[config.mk]
export PLATFORM = sky130hd
export DESIGN_NAME = axil_host_req_bridge
export DESIGN_NICKNAME = d
export VERILOG_FILES = /design/src/rtl/axil_host_req_bridge_pkg.sv /design/src/rtl/axil_bridge_timeout.sv /design/src/rtl/axil_host_req_bridge.sv
export SDC_FILE = /design/constraint.sdc
export NUM_CORES = 1
export LEC_CHECK = 0
export ABC_AREA = 1
export ABC_CLOCK_PERIOD_IN_PS = 3200
export CAP_MARGIN = 20
export CORE_MARGIN = 2
export CORE_UTILIZATION = 43
export DETAILED_ROUTE_END_ITERATION = 6
export HOLD_SLACK_MARGIN = 0.02
export PLACE_DENSITY = 0.87
export REMOVE_ABC_BUFFERS = 1
export SYNTH_ARGS = -nofsm -noshare
export SYNTH_HDL_FRONTEND = slang
export SYNTH_SLANG_ARGS = --single-unit
[constraint.sdc]
create_clock -name clk_i -period 3.2 [get_ports clk_i]
set_input_delay 0.64 -clock clk_i [delete_from_list [all_inputs] [get_ports clk_i]]
set_output_delay 0.64 -clock clk_i [all_outputs]
set_load 0.01 [all_outputs]
[src/rtl/axil_host_req_bridge_pkg.sv]
// Shared types for the AXI-lite host request bridge.
// Holds the FSM states, the request/response packets and the AXI resp codes.
package axil_host_req_bridge_pkg;

  localparam int unsigned ReqWidth  = 67;
  localparam int unsigned RespWidth = 33;

  localparam logic [1:0] RESP_OKAY   = 2'b00;
  localparam logic [1:0] RESP_SLVERR = 2'b10;

  typedef enum logic [2:0] {
    S_IDLE,
    S_WR_REQ,
    S_WR_RESP,
    S_RD_REQ,
    S_RD_WAIT,
    S_RD_RESP
  } state_e;

  typedef struct packed {
    logic        w;
    logic [29:0] addr;
    logic [31:0] data;
    logic [3:0]  mask;
  } req_pkt_t;

  typedef struct packed {
    logic        err;
    logic [31:0] data;
  } resp_pkt_t;

endpackage

[src/rtl/axil_bridge_timeout.sv]
// Clearable, enabled up-counter that saturates at cycles_p-1.
// Ports: clear_i zeroes the count, en_i advances it, tc_o flags terminal count.
module axil_bridge_timeout #(
  parameter int cycles_p = 1024,
  localparam int W = $clog2(cycles_p)
) (
  input  logic clk_i,
  input  logic reset_i,
  input  logic clear_i,
  input  logic en_i,
  output logic tc_o
);

  logic [W-1:0] cnt_q, cnt_d;

  assign tc_o = (cnt_q == W'(cycles_p - 1));

  always_comb begin
    cnt_d = cnt_q;
    if (clear_i) begin
      cnt_d = '0;
    end else if (en_i && !tc_o) begin
      cnt_d = cnt_q + 1'b1;
    end
  end

  always_ff @(posedge clk_i) begin
    if (reset_i) begin
      cnt_q <= '0;
    end else begin
      cnt_q <= cnt_d;
    end
  end

endmodule

[src/rtl/axil_host_req_bridge.sv]
// AXI-lite slave to single-packet request bridge, one transaction in flight.
// Ports: s_axil_* AXI-lite slave, req_* request out, resp_* response in.
module axil_host_req_bridge
  import axil_host_req_bridge_pkg::*;
#(
  parameter int axil_data_width_p = 32,
  parameter int axil_addr_width_p = 30,
  parameter int timeout_cycles_p  = 1024
) (
  input  logic                         clk_i,
  input  logic                         reset_i,
  input  logic [axil_addr_width_p-1:0] s_axil_awaddr_i,
  input  logic [2:0]                   s_axil_awprot_i,
  input  logic                         s_axil_awvalid_i,
  output logic                         s_axil_awready_o,
  input  logic [axil_data_width_p-1:0] s_axil_wdata_i,
  input  logic [3:0]                   s_axil_wstrb_i,
  input  logic                         s_axil_wvalid_i,
  output logic                         s_axil_wready_o,
  output logic [1:0]                   s_axil_bresp_o,
  output logic                         s_axil_bvalid_o,
  input  logic                         s_axil_bready_i,
  input  logic [axil_addr_width_p-1:0] s_axil_araddr_i,
  input  logic [2:0]                   s_axil_arprot_i,
  input  logic                         s_axil_arvalid_i,
  output logic                         s_axil_arready_o,
  output logic [axil_data_width_p-1:0] s_axil_rdata_o,
  output logic [1:0]                   s_axil_rresp_o,
  output logic                         s_axil_rvalid_o,
  input  logic                         s_axil_rready_i,
  output logic                         req_v_o,
  output logic [ReqWidth-1:0]          req_o,
  input  logic                         req_ready_i,
  input  logic                         resp_v_i,
  input  logic [RespWidth-1:0]         resp_i,
  output logic                         resp_ready_and_o
);

  state_e   state_q, state_d;
  req_pkt_t req_q, req_d;
  logic [axil_data_width_p-1:0] rdata_q, rdata_d;
  logic [1:0] rresp_q, rresp_d;
  logic stale_q, stale_d;
  logic rr_q, rr_d;

  logic [29:0] aw_addr, ar_addr;
  resp_pkt_t   resp;
  logic wr_cand, rd_cand, both;
  logic cnt_clear, cnt_en, cnt_tc;
  logic unused;

  assign aw_addr = 30'(s_axil_awaddr_i);
  assign ar_addr = 30'(s_axil_araddr_i);
  assign resp    = resp_i;
  assign unused  = ^{s_axil_awprot_i, s_axil_arprot_i,
                     aw_addr[1:0], ar_addr[1:0]};

  // Stale reads are blocked until the late response is drained.
  assign wr_cand = s_axil_awvalid_i & s_axil_wvalid_i;
  assign rd_cand = s_axil_arvalid_i & ~stale_q;
  assign both    = wr_cand & rd_cand;

  assign req_v_o = (state_q == S_WR_REQ) | (state_q == S_RD_REQ);
  assign req_o   = req_q;
  assign resp_ready_and_o = stale_q | (state_q == S_RD_WAIT);

  assign s_axil_bvalid_o = (state_q == S_WR_RESP);
  assign s_axil_bresp_o  = RESP_OKAY;
  assign s_axil_rvalid_o = (state_q == S_RD_RESP);
  assign s_axil_rdata_o  = rdata_q;
  assign s_axil_rresp_o  = rresp_q;

  axil_bridge_timeout #(
    .cycles_p(timeout_cycles_p)
  ) u_timeout (
    .clk_i  (clk_i),
    .reset_i(reset_i),
    .clear_i(cnt_clear),
    .en_i   (cnt_en),
    .tc_o   (cnt_tc)
  );

  always_comb begin
    state_d = state_q;
    req_d   = req_q;
    rdata_d = rdata_q;
    rresp_d = rresp_q;
    stale_d = stale_q;
    rr_d    = rr_q;
    cnt_clear = 1'b0;
    cnt_en    = 1'b0;
    s_axil_awready_o = 1'b0;
    s_axil_wready_o  = 1'b0;
    s_axil_arready_o = 1'b0;

    if (stale_q && resp_v_i) begin
      stale_d = 1'b0;
    end

    unique case (state_q)
      S_IDLE: begin
        if (wr_cand && (!rd_cand || !rr_q)) begin
          s_axil_awready_o = 1'b1;
          s_axil_wready_o  = 1'b1;
          req_d.w    = 1'b1;
          req_d.addr = {aw_addr[29:2], 2'b00};
          req_d.data = s_axil_wdata_i;
          req_d.mask = s_axil_wstrb_i;
          if (both) rr_d = ~rr_q;
          state_d = S_WR_REQ;
        end else if (rd_cand) begin
          s_axil_arready_o = 1'b1;
          req_d.w    = 1'b0;
          req_d.addr = {ar_addr[29:2], 2'b00};
          req_d.data = '0;
          req_d.mask = 4'hF;
          if (both) rr_d = ~rr_q;
          state_d = S_RD_REQ;
        end
      end
      S_WR_REQ: begin
        if (req_ready_i) state_d = S_WR_RESP;
      end
      S_WR_RESP: begin
        if (s_axil_bready_i) state_d = S_IDLE;
      end
      S_RD_REQ: begin
        if (req_ready_i) begin
          cnt_clear = 1'b1;
          state_d   = S_RD_WAIT;
        end
      end
      S_RD_WAIT: begin
        cnt_en = 1'b1;
        // A response in the terminal-count cycle beats the timeout.
        if (resp_v_i) begin
          rdata_d = resp.data;
          rresp_d = resp.err ? RESP_SLVERR : RESP_OKAY;
          state_d = S_RD_RESP;
        end else if (cnt_tc) begin
          rdata_d = '0;
          rresp_d = RESP_SLVERR;
          stale_d = 1'b1;
          state_d = S_RD_RESP;
        end
      end
      S_RD_RESP: begin
        if (s_axil_rready_i) state_d = S_IDLE;
      end
      default: state_d = S_IDLE;
    endcase
  end

  always_ff @(posedge clk_i) begin
    if (reset_i) begin
      state_q <= S_IDLE;
      req_q   <= '0;
      rdata_q <= '0;
      rresp_q <= RESP_OKAY;
      stale_q <= 1'b0;
      rr_q    <= 1'b0;
    end else begin
      state_q <= state_d;
      req_q   <= req_d;
      rdata_q <= rdata_d;
      rresp_q <= rresp_d;
      stale_q <= stale_d;
      rr_q    <= rr_d;
    end
  end

endmodule

Yosys cells after proc, flatten, opt, wreduce, memory -nomap -nowiden
Cells that the tools add are included.

word-level totals
  register bits = 116
  bits of input ports = 144
  output and inout bits = 110
  word-level logic and storage cells = 75

cells by class
  add/subtract/negate cells = 1
  equal/unequal tests = 12
  muxes and demuxes = 31
  bitwise logic cells = 7
  reductions and logical operators = 14

operator list
  cell                     count
  $mux W67                 2
  $mux W32                 2
  $mux W3                  8
  $pmux W3 S6              1
  $mux W1                  15
  $add A10 B1 Y10 const B  1
  $eq A10 B10 Y1 const B   1
  $eq A3 B2 Y1 const B     2
  $eq A3 B3 Y1 const B     2
  $mux W2                  3
  $reduce_and A6 Y1        1
  $ne A2 B1 Y1 const B     2
  $ne A2 B2 Y1 const B     2
  $reduce_and A2 Y1        2
  $reduce_bool A2 Y1       2
  $and A1 B1 Y1            3
  $eq A3 B1 Y1 const B     1
  $logic_and A1 B1 Y1      3
  $logic_not A1 Y1         3
  $logic_not A3 Y1         1
  $ne A3 B2 Y1 const B     1
  $ne A3 B3 Y1 const B     1
  $not A1 Y1               2
  $or A1 B1 Y1             2
  2 further kinds          2

Logic depth before layout (Yosys ltp)
  word-level depth = 7
  mapped depth = 10
  gate-level depth less buffers = 9

Modules after synthesis
Synthesis repeated with hierarchy kept, for this count alone.

second synthesis, totals
  cell total of the unflattened synthesis = 625
  area total of the unflattened synthesis = 4697.0 sq um

modules (own cells, without submodules)
  module                instances  cells each  area each (sq um)  sequential area each (sq um)
  axil_host_req_bridge  1          541         4130.2             2062.0
  axil_bridge_timeout   1          84          566.8              200.2

Worst setup path after synthesis
Ideal clock, no wire load.

  path kind = input port to output port
  from = input s_axil_arvalid_i
  to = output s_axil_arready_o
  arrival time = 1423 ps
  required time = 2560 ps
  setup slack = 1137 ps
  stages = 7
  path buffers = 1
  cells stage by stage = nand2_2 -> inv_2 -> nand2_2 -> nand2_2 -> inv_2 -> clkbuf_1 -> nor3_1

on the way
  cells in the longest elaborated chain, start to end = 6
  elaborated cells on any way between the ends = 7
  those cells by class = 3 x mux; 1 x bitwise; 3 x reduce/logical

RTL lines
  element              RTL line                     RTL
  start: declaration   axil_host_req_bridge.sv:25   input logic s_axil_arvalid_i,
  $and A1 B1 Y1 (*)    axil_host_req_bridge.sv:60   assign rd_cand = s_axil_arvalid_i & ~stale_q;
  $logic_not A1 Y1     axil_host_req_bridge.sv:102  if (wr_cand && (!rd_cand || !rr_q)) begin
  $logic_or A1 B1 Y1   axil_host_req_bridge.sv:102
  $logic_and A1 B1 Y1  axil_host_req_bridge.sv:102
  $mux W1 (*)          axil_host_req_bridge.sv:102
  $mux W1 (*)          axil_host_req_bridge.sv:100  unique case (state_q)
  end: declaration     axil_host_req_bridge.sv:26   output logic s_axil_arready_o,

Every way passes the cells marked *; elsewhere a longest branch is shown, timed or not.

Worst setup path in the final report
Same ends and word-level chain as after synthesis.

==> summary.txt <==
Setup path
  • Worst path bufs/invs: 4
  • Peak fanout along the critical path: 3
  • Max incr delay on CP: 0.61 ns
  • CP Launch Type: input port
  • Cell Chain, Critical Path: clkdlybuf4s50_1 > nand2_2 > inv_2 > nand2_2 > nand2_2 > inv_2 > nor3_1 > clkdlybuf4s50_1
  • CP Class: in2out
  • Worst Path Required: 2.56 ns
  • Slowest-stage cell, CP: clkdlybuf4s50_1
  • Most used cell, CP: nand2_2
  • CP startpoint: s_axil_arvalid_i
  • Crit-path leading delay family: buffers and inverters
  • RR Startpoint: u_timeout.cnt_q[0]$_SDFFE_PP0P_
  • CP Capture Type: primary output
  • Worst endpoint data arrival time: about 2.2 ns

Timing
  • Final period util: roughly 90%
  • Min Tclk post-route: ~2.9 ns
  • Final Hold Fails: 0
  • Worst-margin pin slew: 0.695 ns
  • Worst Skew: about 0.011 ns
  • Hold slack: about 0.46 ns
  • RSZ-0062 raised after global routing: false
  • TNS Setup: 0 ns
  • # setup viols final: 0
  • Slew margin rel.: between 50% and 60%
  • Slew Limit Fails: 0
  • Worst setup margin: between 0.3 and 0.4 ns
  • Fmax: around 0.35 GHz

Route
  • Vias post-DR: ~5.2k
  • Remaining antenna violation count after routing: 0
  • Drt drc: 0
  • Vias per Instance: 5.22
  • WL/cell: 15.8 um
  • Drt initial violations: approximately 220
  • Routed WL: 15600 um
  • Pre-antenna DRT Iters: 4

Clock network
  • Reg clk slew, reported paths: roughly 0.05 ns
  • H-tree depth reported by CTS: 4
  • CTS buffer count: 17
  • Clock Sinks: between 100 and 150
  • Hold Buf Count CTS: 0
  • Post-CTS setup buffers: 0
  • Later-pin clock latency in the skew report: about 0.53 ns
  • Post-CTS Resized: 0
  • CTS tree: built
  • Max clock buf depth: 2
  • CTS root buffer: clkbuf_8

Floorplanning
  • Initial Util: 44.1%
  • Die area: between 10000 and 15000 um^2
  • IO Pins: about 250
  • Die X: 109 um
  • Core area: 10800 um^2
  • FP Rows: 38
  • Die height: between 100 and 150 um

Yosys
  • Synthesis Warnings: 0
  • Post-synthesis sequential area ratio: a little under half
  • Netlist cell types: 32
  • Mapped Cells: 617
  • Avg Inst Size Synth: approximately 7.8 um^2
  • Synthesized flop and latch total: about 110
  • Synth Cell Area: 4780 um^2

Global route
  • GRT Residual Overflow: 0
  • Initial antenna violation count: 0
  • Gr usage total: between 20% and 30%
  • Largest net degree at the start of global routing: 67
  • Number of global-route vias before repair: roughly 5k
  • First-pass GRT wire length: 24400 um

Pwr
  • VDD IR-drop max: around 0.44 mV
  • Power Dens Cells: 690 nW/um^2
  • Total power draw: between 5 and 6 mW
  • LEAKAGE: roughly 2.8 nW

Min path
  • HP Start: stale_q$_SDFF_PP0_
  • Type of the most critical hold path: reg2reg

Final layout
  • Nets: slightly below 1k
  • Commonest non-fill, non-tap cells in the layout: clkdlybuf4s50_1 (237), nand2_1 (163), dfxtp_1 (113)
  • Final core utilization: a little over two thirds
  • Commonest non-fill, non-tap cell in the layout: clkdlybuf4s50_1
  • Layout Area Growth over Synthesis: 60.6%
  • Layout cells sized above 1: around a tenth
  • Final instance area: 7680 um^2
  • Final Instance Count excl. Fillers: roughly 990
  • Number of diodes: 0

Flow run
  • Max Cap Viol: 0

Placed design
  • Post-Place Cells: 959
  • Place WS: between 0.3 and 0.4 ns
  • I/O Buffers: between 200 and 250
  • Final GP Congestion: 0.886
  • Post-DP HPWL: about 11000 um
  • Post-DP Area: between 7000 and 8000 um^2

Outcome
  • Status: complete, no violations
==> area by class of cell <==
type | count | area, um^2
clock buffer | 26 | 508
tap | 140 | 175
clock inverter | 4 | 48.8
sequential | 113 | 2260
timing repair buffer | 245 | 2440
inverter | 26 | 97.6
multi-input combinational | 435 | 2140
fill | 815 | 3160
==> synthesized netlist by cell type, drive strengths merged <==
library cell  count  area share (%)
clkinv            1           0.078
xor2              2            0.37
conb              1           0.078
buf              36             5.3
inv              25             2.0
dfxtp           113              47
xnor2             2            0.37
o21ai            41             4.4
nor3              5            0.52
nor2             22             2.5
o21bai            1            0.16
ha                1            0.26
a21oi           136              16
nand2           170              14
nand3            42             4.5
a31oi             1            0.13
nand4             6            0.92
or2               1            0.13
clkbuf           11            0.86
==> state kept, by name, indices dropped and copies added (netlist names) <==
register         flops
stale_q              1
rr_q                 1
s_axil_rdata_o      32
s_axil_rresp_o       1
state_q              3
u_timeout.cnt_q     10
req_o               65
==> worst min-delay path: stages (launching register included) <==
cell and delay, ns:
dfxtp_1 0.30, inv_2 0.06, a21oi_1 0.05
==> per-layer routing <==
metal | share of wire (%) | track usage, % | vias up
met5 | 0 | 0 | -
met4 | 5.6 | 18.1 | 0
met2 | 48 | 44.8 | 234
met1 | 37 | 27.0 | 2376
met3 | 9.4 | 10.7 | 65
li1 | - | - | 2485
==> power by group <==
part / internal (mW) / switching [mW] / leakage, nW
registers: 1.67 / 0.160 / 0.921
logic: 0.830 / 0.876 / 1.61
clock network: 1.14 / 0.615 / 0.277
==> logic make-up after synthesis <==
logic type	count (synthesis)	share of synthesized area, %
simple gates	246	22.5
compound gates	179	20.9
flops	113	47.3
buf+inv	73	8.16
xor+xnor	4	0.733
fa+ha+maj	1	0.262
other cells	1	0.0784
==> worst paths after layout <==
kind	to	slack, ns	depth (start not counted)
worst max-delay path	s_axil_arready_o	0.33	8
worst min-delay path	stale_q$_SDFF_PP0_	0.46	2
worst max register to register	u_timeout.cnt_q[6]$_SDFFE_PP0P_	1.13	8
worst min register to register	stale_q$_SDFF_PP0_	0.46	2
Power figures use the tool's default switching activity.
